<file path="config.mk">
export PLATFORM = sky130hd
export DESIGN_NAME = life_sequencer
export DESIGN_NICKNAME = d
export VERILOG_FILES = /design/src/rtl/life_pkg.sv /design/src/rtl/life_evolve.sv /design/src/rtl/life_sequencer.sv
export SDC_FILE = /design/constraint.sdc
export NUM_CORES = 1
export LEC_CHECK = 0
export CAP_MARGIN = 5
export CELL_PAD_IN_SITES_DETAIL_PLACEMENT = 0
export CELL_PAD_IN_SITES_GLOBAL_PLACEMENT = 1
export CORE_UTILIZATION = 48
export CTS_CLUSTER_DIAMETER = 80
export DETAILED_ROUTE_END_ITERATION = 7
export PLACE_DENSITY_LB_ADDON = 0.1
export SETUP_SLACK_MARGIN = 0.1
export SLEW_MARGIN = 25
export SYNTH_ARGS = -nofsm -noshare
export SYNTH_HDL_FRONTEND = slang
export SYNTH_SLANG_ARGS = --single-unit
export TNS_END_PERCENT = 10
</file>
<file path="constraint.sdc">
create_clock -name clk -period 15.8 [get_ports clk]
set_input_delay 3.95 -clock clk [delete_from_list [all_inputs] [get_ports clk]]
set_output_delay 3.95 -clock clk [all_outputs]
set_load 0.02 [all_outputs]
</file>
<file path="src/rtl/life_pkg.sv">
// Shared types and helpers for the 8x8 Game of Life sequencer.
package life_pkg;

  localparam int GRID_N = 8;
  localparam int GRID_W = GRID_N * GRID_N;

  typedef enum logic [1:0] {
    IDLE  = 2'd0,
    RUN   = 2'd1,
    PAUSE = 2'd2,
    HALT  = 2'd3
  } state_t;

  // Cell (r,c) lives at bit r*8+c, so the index is just the row and column concatenated.
  function automatic logic [5:0] cell_idx(input logic [2:0] r, input logic [2:0] c);
    return {r, c};
  endfunction

endpackage

</file>
<file path="src/rtl/life_evolve.sv">
// Combinational B3/S23 next-generation logic for one 8x8 grid.
// LIFE_WRAP_EN defined: toroidal edges; undefined: cells beyond the border are dead.
module life_evolve
  import life_pkg::*;
(
  input  logic [GRID_W-1:0] cur,
  output logic [GRID_W-1:0] nxt
);

  logic [3:0] n;
  logic       alive;

  // NOTE: every variable driven here gets a default first, so no path can infer a latch.
  always_comb begin
    nxt   = '0;
    n     = '0;
    alive = 1'b0;
    for (int r = 0; r < GRID_N; r++) begin
      for (int c = 0; c < GRID_N; c++) begin
        n = '0;
        for (int dr = -1; dr <= 1; dr++) begin
          for (int dc = -1; dc <= 1; dc++) begin
            if (!(dr == 0 && dc == 0)) begin
`ifdef LIFE_WRAP_EN
              // Truncating to 3 bits gives the index modulo 8.
              alive = cur[cell_idx(3'(r + dr), 3'(c + dc))];
`else
              alive = (r + dr >= 0) && (r + dr < GRID_N) &&
                      (c + dc >= 0) && (c + dc < GRID_N) &&
                      cur[cell_idx(3'(r + dr), 3'(c + dc))];
`endif
              n = n + {3'b000, alive};
            end
          end
        end
        nxt[cell_idx(3'(r), 3'(c))] = (n == 4'd3) ||
                                      (cur[cell_idx(3'(r), 3'(c))] && (n == 4'd2));
      end
    end
  end

endmodule

</file>
<file path="src/rtl/life_sequencer.sv">
// Generation sequencer: load/run/pause/step control, rate divider and generation counter.
// Edge behaviour of the evolution follows the LIFE_WRAP_EN macro inside life_evolve.
module life_sequencer
  import life_pkg::*;
#(
  parameter int DIV_W = 8,
  parameter int GEN_W = 16
) (
  input  logic              clk,
  input  logic              reset,
  input  logic [63:0]       seed,
  input  logic              load,
  input  logic              run,
  input  logic              step,
  input  logic [DIV_W-1:0]  rate,
  output logic [63:0]       grid,
  output logic [GEN_W-1:0]  gen_count,
  output logic [1:0]        state,
  output logic              gen_tick,
  output logic              stable,
  output logic              empty
);

  state_t            state_q, state_d;
  logic [63:0]       grid_q, grid_d;
  logic [63:0]       next_grid;
  logic [GEN_W-1:0]  gen_q, gen_d;
  logic [DIV_W-1:0]  div_q, div_d;
  logic              tick_q, tick_d;
  logic              apply;

  life_evolve u_evolve (
    .cur (grid_q),
    .nxt (next_grid)
  );

  // NOTE: state registers use non-blocking assignments; reset is sampled only on the clock edge.
  always_ff @(posedge clk) begin
    if (!reset) begin
      state_q <= IDLE;
      grid_q  <= '0;
      gen_q   <= '0;
      div_q   <= '0;
      tick_q  <= 1'b0;
    end else begin
      state_q <= state_d;
      grid_q  <= grid_d;
      gen_q   <= gen_d;
      div_q   <= div_d;
      tick_q  <= tick_d;
    end
  end

  always_comb begin
    state_d = state_q;
    grid_d  = grid_q;
    gen_d   = gen_q;
    div_d   = div_q;
    tick_d  = 1'b0;
    apply   = 1'b0;
    if (load) begin
      grid_d  = seed;
      gen_d   = '0;
      div_d   = '0;
      state_d = run ? RUN : PAUSE;
    end else begin
      case (state_q)
        PAUSE: begin
          if (run) begin
            state_d = RUN;
            div_d   = '0;
          end else if (step) begin
            apply = 1'b1;
          end
        end
        RUN: begin
          if (!run) begin
            state_d = PAUSE;
          end else if (div_q == rate) begin
            apply = 1'b1;
            div_d = '0;
          end else begin
            // Counts past a newly lowered rate and wraps naturally.
            div_d = div_q + DIV_W'(1);
          end
        end
        default: ;
      endcase

      if (apply) begin
        if (next_grid == grid_q) begin
          state_d = HALT;
        end else begin
          grid_d = next_grid;
          gen_d  = (gen_q == '1) ? gen_q : gen_q + GEN_W'(1);
          tick_d = 1'b1;
        end
      end
    end
  end

  assign grid      = grid_q;
  assign gen_count = gen_q;
  assign state     = state_q;
  assign gen_tick  = tick_q;
  assign stable    = (state_q == HALT);
  assign empty     = (grid_q == '0);

endmodule
</file>
# --- Word level (Yosys, flattened, before mapping) ---
# Index checks and enable logic that the tools add are counted.
# W data, S select, Z words.
word_totals:
  elab_cells: 654
  ff_bits: 91
  out_inout_bits: 85
  input_bits: 77
classes:
  eq_ne: 137
  bitwise: 4
  n_addsub: 351
  n_mux: 21
  n_reduce_logical: 136
op_table:
  columns: ["cell", "count"]
  rows:
  - ["$add A4 B1 Y4", 261]
  - ["$eq A4 B2 Y1 const B", 126]
  - ["$mux W64", 3]
  - ["$add A1 B1 Y2", 57]
  - ["$eq A64 B64 Y1", 1]
  - ["$logic_and A1 B1 Y1", 64]
  - ["$logic_not A64 Y1", 1]
  - ["$logic_or A1 B1 Y1", 64]
  - ["$add A3 B1 Y4", 15]
  - ["$add A2 B1 Y3", 16]
  - ["$mux W8", 3]
  - ["$add A16 B1 Y16 const B", 1]
  - ["$eq A16 B16 Y1 const B", 1]
  - ["$pmux W8 S2", 1]
  - ["$mux W2", 6]
  - ["$add A8 B1 Y8 const B", 1]
  - ["$eq A8 B8 Y1", 1]
  - ["$eq A3 B2 Y1 const B", 2]
  - ["$mux W1", 6]
  - ["$ne A2 B2 Y1 const B", 3]
  - ["$reduce_and A3 Y1", 2]
  - ["$eq A2 B2 Y1 const B", 2]
  - ["$not A1 Y1", 4]
  - ["$pmux W2 S2", 1]
  - ["other kinds (6)", 7]

# --- Depth between registers and ports, before layout ---
# Gate-level depths: netlist of run 1.
depth:
  word_depth: 14
  depth_mapped: 20
  depth_no_buf: 18

# --- By module ---
# A second synthesis of run 1 with hierarchy kept.
unflattened:
  cells_unflattened: 1501
  area_unflattened_um2: 13262.7
modules_own_cells:
  columns: ["mod", "area_per_inst_um2", "cells_each", "instances", "seq_area_each_um2"]
  rows:
  - ["life_evolve", 8010.2, 834, 1, 0.0]
  - ["life_sequencer", 5252.5, 667, 1, 1821.7]

# --- Worst setup path before layout of run 1 ---
# Ideal clock, no wire load.
synth_timing:
  path_type: "reg2out"
  from: "register grid_q[53] (netlist: grid[53])"
  to: "output port empty"
  arrival_ps: 2033
  t_required_ps: 11850
  slack_ps: 9817
  stages_incl_launch_ff: 7
  cell_sequence: "dfxtp_1 -> inv_1 -> ha_1 -> nand4_1 -> nor4_1 -> nand2_1 -> nor4_1"
synth_between:
  elab_chain_len: 1
synth_lines:
  columns: ["element", "line_no", "text"]
  rows:
  - ["from (decl)", "life_sequencer.sv:25", "logic [63:0] grid_q, grid_d;"]
  - ["from (signal assigned)", "life_sequencer.sv:47", "grid_q <= grid_d;"]
  - ["$logic_not A64 Y1", "life_sequencer.sv:107", "assign empty = (grid_q == '0);"]
  - ["to (decl)", "life_sequencer.sv:21", "output logic empty"]
# Every way passes these cells.

# --- Final worst setup path of run 1 ---
layout_timing:
  from: "register grid_q[44] (netlist: grid[44])"
  to: "output port empty"
# Same word-level chain as after synthesis.

==> results_dict.tcl, run 1 <==
set metrics [dict create \
    num_io_pins 162 \
    path_clk_slew_ns 0.08 \
    initial_utilization_pct 49.0 \
    yosys.area.top_type_share_pct 27.1 \
    yosysSeqAreaShare_pct 12.5 \
    tns_ns 0 \
    cp_data_arrival_time_ns 3.31 \
    swShare_pct 46.5 \
    cts_max_path_buffers 2 \
    synth_edf_count 0 \
    hp-class "register to register" \
    hpwl_um 40300 \
    syn_to_final_growth_pct 16.2 \
    max-slew-margin-rel_pct 22.8 \
    portBuffers 161 \
    synth_cell_types 71 \
    ant_nets 0 \
    fmax_mhz 138 \
    postPlaceCellArea_um2 16600 \
    synth_warnings 0 \
    pwr-share-seq_pct 22.4 \
    grt_antenna_before_repair 3 \
    gp_congestion 0.953 \
    insertion_delay_ns 0.39 \
    hold_viol 0 \
    p_clk_share_pct 20.2 \
    cts.repair.resized 0 \
    rsz0062_at_grt "false" \
    fin_crit_ns 7.26 \
    vias 13000 \
    routed_wl_um 50300 \
    path_max_fanout 9 \
    dr.first_iter.drc_count 900 \
    syn_avg_cell_area_um2 8.63 \
    wl_per_cell_um 22.6 \
    syn_inst 1685 \
    leakagePower_nw 7.80 \
    synth_nets 2142 \
    gr-total-overflow 0 \
    final_max_slew_viol_count 0 \
    synthFlopType "dfxtp_1" \
    root_buffer "clkbuf_16" \
    timing.max_cap.violations 0 \
    coreArea_um2 29700 \
    power_frac_comb_pct 57.4 \
    drive_above_1_share_pct 2.45 \
    fin_crit_sh_pct 45.9 \
    async_flop_share_pct 0 \
    grt_pass1_vias 12800 \
    cts_tree "built" \
    grt_usage_pct 33.5 \
    power.switching_mw 0.566 \
    end_kind "primary output" \
    irDropWorstVdd_uv 58.0 \
    regArea_um2 1820 \
    die_y_um 176 \
    holdBufCountCts 0 \
    multi_input_area_um2 11300 \
    routed_via_density 5.82 \
    htree_levels 3 \
    drcViolationCount 0 \
    dieArea_um2 31000 \
    worst_pin_slew_ns 1.14 \
    cts_made_buffers 9 \
    rows 63 \
    final_area_um2 16900 \
    critPathKind "register to primary output" \
    ys_ff_latch 91 \
    syn_area_um2 14500 \
    start_kind "register" \
    power_density_nw_per_um2 72.0 \
    yosys.area.top_type "fa_1" \
    required_ns 11.85 \
    setup_viol 0 \
    dr.pass1.iters 5 \
    yosys-top-cells-area "fa_1 (27%), ha_1 (16%), dfxtp_1 (13%)" \
    fillerInstances 2791 \
    fin_nets 2292 \
    skew_ns 0.0169 \
    status "completed" \
    postCtsSetupBuffers 0 \
    cts.sinks 91 \
    grt_max_degree 63 \
    die_w_um 176 \
    internal_power_mw 0.651 \
    grt_first_pass_wirelength_um 77300 \
]
-- cell type report --
type	instances	area share, %
flip-flops and latches	91	10.8
inverters	346	7.68
well taps	390	2.89
diodes	1	0.0148
repair buffers	174	10.2
multi-input cells	1213	66.6
clock inverters	6	0.437
clock buffers	10	1.35
-- cells in the mapped netlist (all sizes together) (10+ instances only) --
cell type	count
a2111oi	11
a211oi	22
a21o	33
a21oi	110
a22oi	11
and3	10
buf	14
clkbuf	21
dfxtp	91
fa	197
ha	183
inv	345
mux2i	16
nand2	119
nand2b	36
nand3	30
nand4	22
nand4b	11
nor2	60
nor2b	18
nor3	10
nor3b	26
nor4	18
nor4bb	13
o21ai	116
o31ai	10
or4	13
-- path summary, 6_finish.rpt --
kind                               from                         end  slack, ns  cells past startpoint
max               grid[44]$_SDFFE_PN0P_                       empty       8.54                      7
min          gen_count[14]$_SDFFE_PP0P_  gen_count[14]$_SDFFE_PP0P_       0.48                      2
max reg2reg       grid[43]$_SDFFE_PN0P_        grid[0]$_SDFFE_PN0P_       9.06                     16
min reg2reg  gen_count[14]$_SDFFE_PP0P_  gen_count[14]$_SDFFE_PP0P_       0.48                      2
-- placed cells by master (no fill, tap or decap), types with 22 or more instances in the layout --
master           instances
o21ai_1                 50
nor2_1                  58
o21ai_0                 66
a21oi_1                109
nand4_1                 22
nor3b_1                 26
a211oi_1                22
a21o_1                  32
fa_1                   197
nand2_1                118
ha_1                   183
nand3_1                 30
inv_1                  345
clkdlybuf4s50_1        161
dfxtp_1                 91
nand2b_1                35
-- flip-flops by register name, indices dropped and copies added (netlist names) --
signal,cells
div_q,8
gen_count,16
gen_tick,1
grid,64
state,2
-- layer usage --
metal  wire length [um]  global-route usage, %  up-vias
met5                  0                      0        -
met4               1500                   11.8        0
met3               3200                   3.01       64
met2              23300                   54.2      485
met1              22300                   46.6     6401
li1                   -                      -     6025
-- per-stage QoR --
step	util (%)	hold slack [ns]	std cells	power, mW	worst slack (ns)
floorplan	-	0.470	1685	0.720	9.82
global placement	55.8	0.458	2213	0.951	8.17
detailed placement	55.8	0.469	2213	0.963	8.07
CTS	56.8	0.480	2229	1.21	8.45
global route	56.9	0.502	2230	1.31	8.30
finish	56.9	0.478	2231	1.22	8.54
-- power by group through the flow --
stage	Combinational (mW)	Sequential, mW	Clock [mW]
2_1_floorplan	0.440	0.280	0
3_3_place_gp	0.673	0.278	0
3_5_place_dp	0.685	0.278	0
4_1_cts	0.691	0.273	0.248
5_1_grt	0.774	0.275	0.257
6_report	0.698	0.273	0.246
-- worst max-delay path, stage by stage (launching register included) --
cell and delay (ns):
dfxtp_1 0.46, inv_1 0.46, ha_1 0.23, nand4_1 0.11, nor4_1 0.53, nand2_1 0.11
nor4_1 0.34, clkdlybuf4s50_1 0.69
-- cell families after synthesis --
logic type,share of synthesized area (%)
flops,12.5
mux,1.26
simple gates,16.4
xor+xnor,0.482
compound gates,16.3
buf+inv,10.2
fa+ha+maj,42.8
Power figures use the tool's default switching activity.
==> inputs of run 2 (changes only) <==
--- a/config.mk
+++ b/config.mk
@@ -8,7 +8,7 @@
 export CAP_MARGIN = 5
 export CELL_PAD_IN_SITES_DETAIL_PLACEMENT = 0
 export CELL_PAD_IN_SITES_GLOBAL_PLACEMENT = 1
-export CORE_UTILIZATION = 48
+export CORE_UTILIZATION = 41
 export CTS_CLUSTER_DIAMETER = 80
 export DETAILED_ROUTE_END_ITERATION = 7
 export PLACE_DENSITY_LB_ADDON = 0.1
==> constraint.sdc (replaced) <==
create_clock -name clk -period 6.37 [get_ports clk]
set_input_delay 1.5925 -clock clk [delete_from_list [all_inputs] [get_ports clk]]
set_output_delay 1.5925 -clock clk [all_outputs]
set_load 0.02 [all_outputs]
==> results_dict.tcl, run 2 (same netlist as run 1, synthesis figures left out) <==
set metrics [dict create \
    skew_ns 0.0211 \
    insertion_delay_ns 0.40 \
    die_w_um 190 \
    initial_utilization_pct 41.9 \
    path_max_fanout 42 \
    routed_wl_um 54100 \
    dr.first_iter.drc_count 955 \
    p_clk_share_pct 19.8 \
    setup_viol 0 \
    n_antenna_cell 0 \
    rsz0062_at_grt "false" \
    timing.max_cap.violations 0 \
    dieArea_um2 36200 \
    power_frac_comb_pct 59.2 \
    largest_register_ffs 64 \
    wl_per_cell_um 23.1 \
    dr.pass1.iters 5 \
    irDropWorstVdd_uv 170 \
    critPathKind "register to register" \
    power.switching_mw 1.46 \
    root_buffer "clkbuf_16" \
    leakagePower_nw 8.07 \
    portBuffers 161 \
    swShare_pct 47.4 \
    status "completed" \
    grt_usage_pct 30.9 \
    end_kind "register" \
    hpwl_um 44100 \
    worst_pin_slew_ns 1.14 \
    grt_max_degree 60 \
    layout_setup_ws_ns 0.498 \
    gp_congestion 0.985 \
    routed_via_density 5.62 \
    drcViolationCount 0 \
    power_density_nw_per_um2 177 \
    die_y_um 190 \
    coreArea_um2 34700 \
    dp_cells 2324 \
    ant_nets 0 \
    path_clk_slew_ns 0.08 \
    cts.sinks 91 \
    fmax_mhz 170 \
    gr-total-overflow 0 \
    grt_pass1_vias 13200 \
    hp-class "register to register" \
    cts_tree "built" \
    cts_made_buffers 9 \
    layout.cells.non_filler 2345 \
    num_io_pins 162 \
    grt_antenna_before_repair 0 \
    final_max_slew_viol_count 0 \
    max-slew-margin-rel_pct 23.1 \
    drive_above_1_share_pct 5.24 \
    pwr-share-seq_pct 21.0 \
    rows 68 \
    pre_cts_slack_ns -0.106 \
    cts_max_path_buffers 2 \
    fin_hold_ws_ns 0.478 \
    cp_data_arrival_time_ns 6.16 \
    fin_nets 2342 \
    hold_viol 0 \
    final_common_cell "inv_1" \
    holdBufCountCts 0 \
    htree_levels 3 \
    syn_to_final_growth_pct 19.7 \
    fin_crit_ns 5.87 \
    final_cell_mix "inv_1 (344), fa_1 (197), ha_1 (183)" \
    required_ns 6.66 \
    vias 13200 \
    fin_util_pct 50.2 \
    internal_power_mw 1.62 \
    grt_first_pass_wirelength_um 82200 \
    start_kind "register" \
    fin_crit_sh_pct 92.2 \
]
-- run 2: worst max-delay path, stage by stage, from the launching register on --
cell and delay [ns]:
dfxtp_2 0.53, clkinvlp_4 0.32, fa_1 0.58, fa_1 0.43, fa_1 0.50, inv_1 0.05
ha_1 0.20, fa_1 0.55, nand4b_1 0.14, nand2b_1 0.24, a32o_1 0.31, a2111oi_1 0.52
and4_1 0.28, and4_1 0.33, a21oi_4 0.11, buf_12 0.20, a21o_1 0.20, a32o_1 0.24
-- run 2: layout make-up --
| class | instances | area, um2 |
|---|---|---|
| well taps | 455 | 569 |
| clock buffers | 10 | 239 |
| repair buffers | 224 | 2150 |
| flip-flops and latches | 91 | 1820 |
| fillers | 3395 | 17300 |
| multi-input cells | 1213 | 11300 |
| inverters | 346 | 1300 |
| clock inverters | 6 | 56.3 |
-- run 2: path summary, 6_finish.rpt --
path | from | endpoint | slack (ns) | depth (start not counted)
max reg2reg | grid[42]$_SDFFE_PN0P_ | grid[43]$_SDFFE_PN0P_ | 0.50 | 17
min reg2reg | gen_count[14]$_SDFFE_PP0P_ | gen_count[14]$_SDFFE_PP0P_ | 0.48 | 2
max | grid[42]$_SDFFE_PN0P_ | grid[43]$_SDFFE_PN0P_ | 0.50 | 17
min | gen_count[14]$_SDFFE_PP0P_ | gen_count[14]$_SDFFE_PP0P_ | 0.48 | 2
-- run 2: repair_timing --
action	4_1_cts	5_1_grt
gates resized for setup	2	3
setup endpoints to repair	81	79
buffers inserted	0	5
-- run 2: power groups by stage --
stage | sequential [mW] | clock [mW] | combinational (mW)
6_report | 0.648 | 0.611 | 1.83
5_1_grt | 0.652 | 0.634 | 2.02
4_1_cts | 0.646 | 0.616 | 1.81
3_5_place_dp | 0.659 | 0 | 1.79
3_3_place_gp | 0.660 | 0 | 1.77
2_1_floorplan | 0.695 | 0 | 1.09
-- run 2: layer usage --
metal | track usage (%) | share of wire, %
met5 | 0 | 0
met4 | 12.2 | 3.5
met2 | 49.3 | 46
met1 | 42.1 | 45
met3 | 4.31 | 6.3
-- run 2: metrics by stage --
| stage | TNS, ns | cell area [um2] | total power, mW |
|---|---|---|---|
| after floorplan | 0 | 14500 | 1.79 |
| after global placement | -0.0559 | 17100 | 2.43 |
| after detailed placement | -0.980 | 17100 | 2.45 |
| after CTS | 0 | 17400 | 3.07 |
| after global routing | 0 | 17400 | 3.31 |
| final | 0 | 17400 | 3.09 |
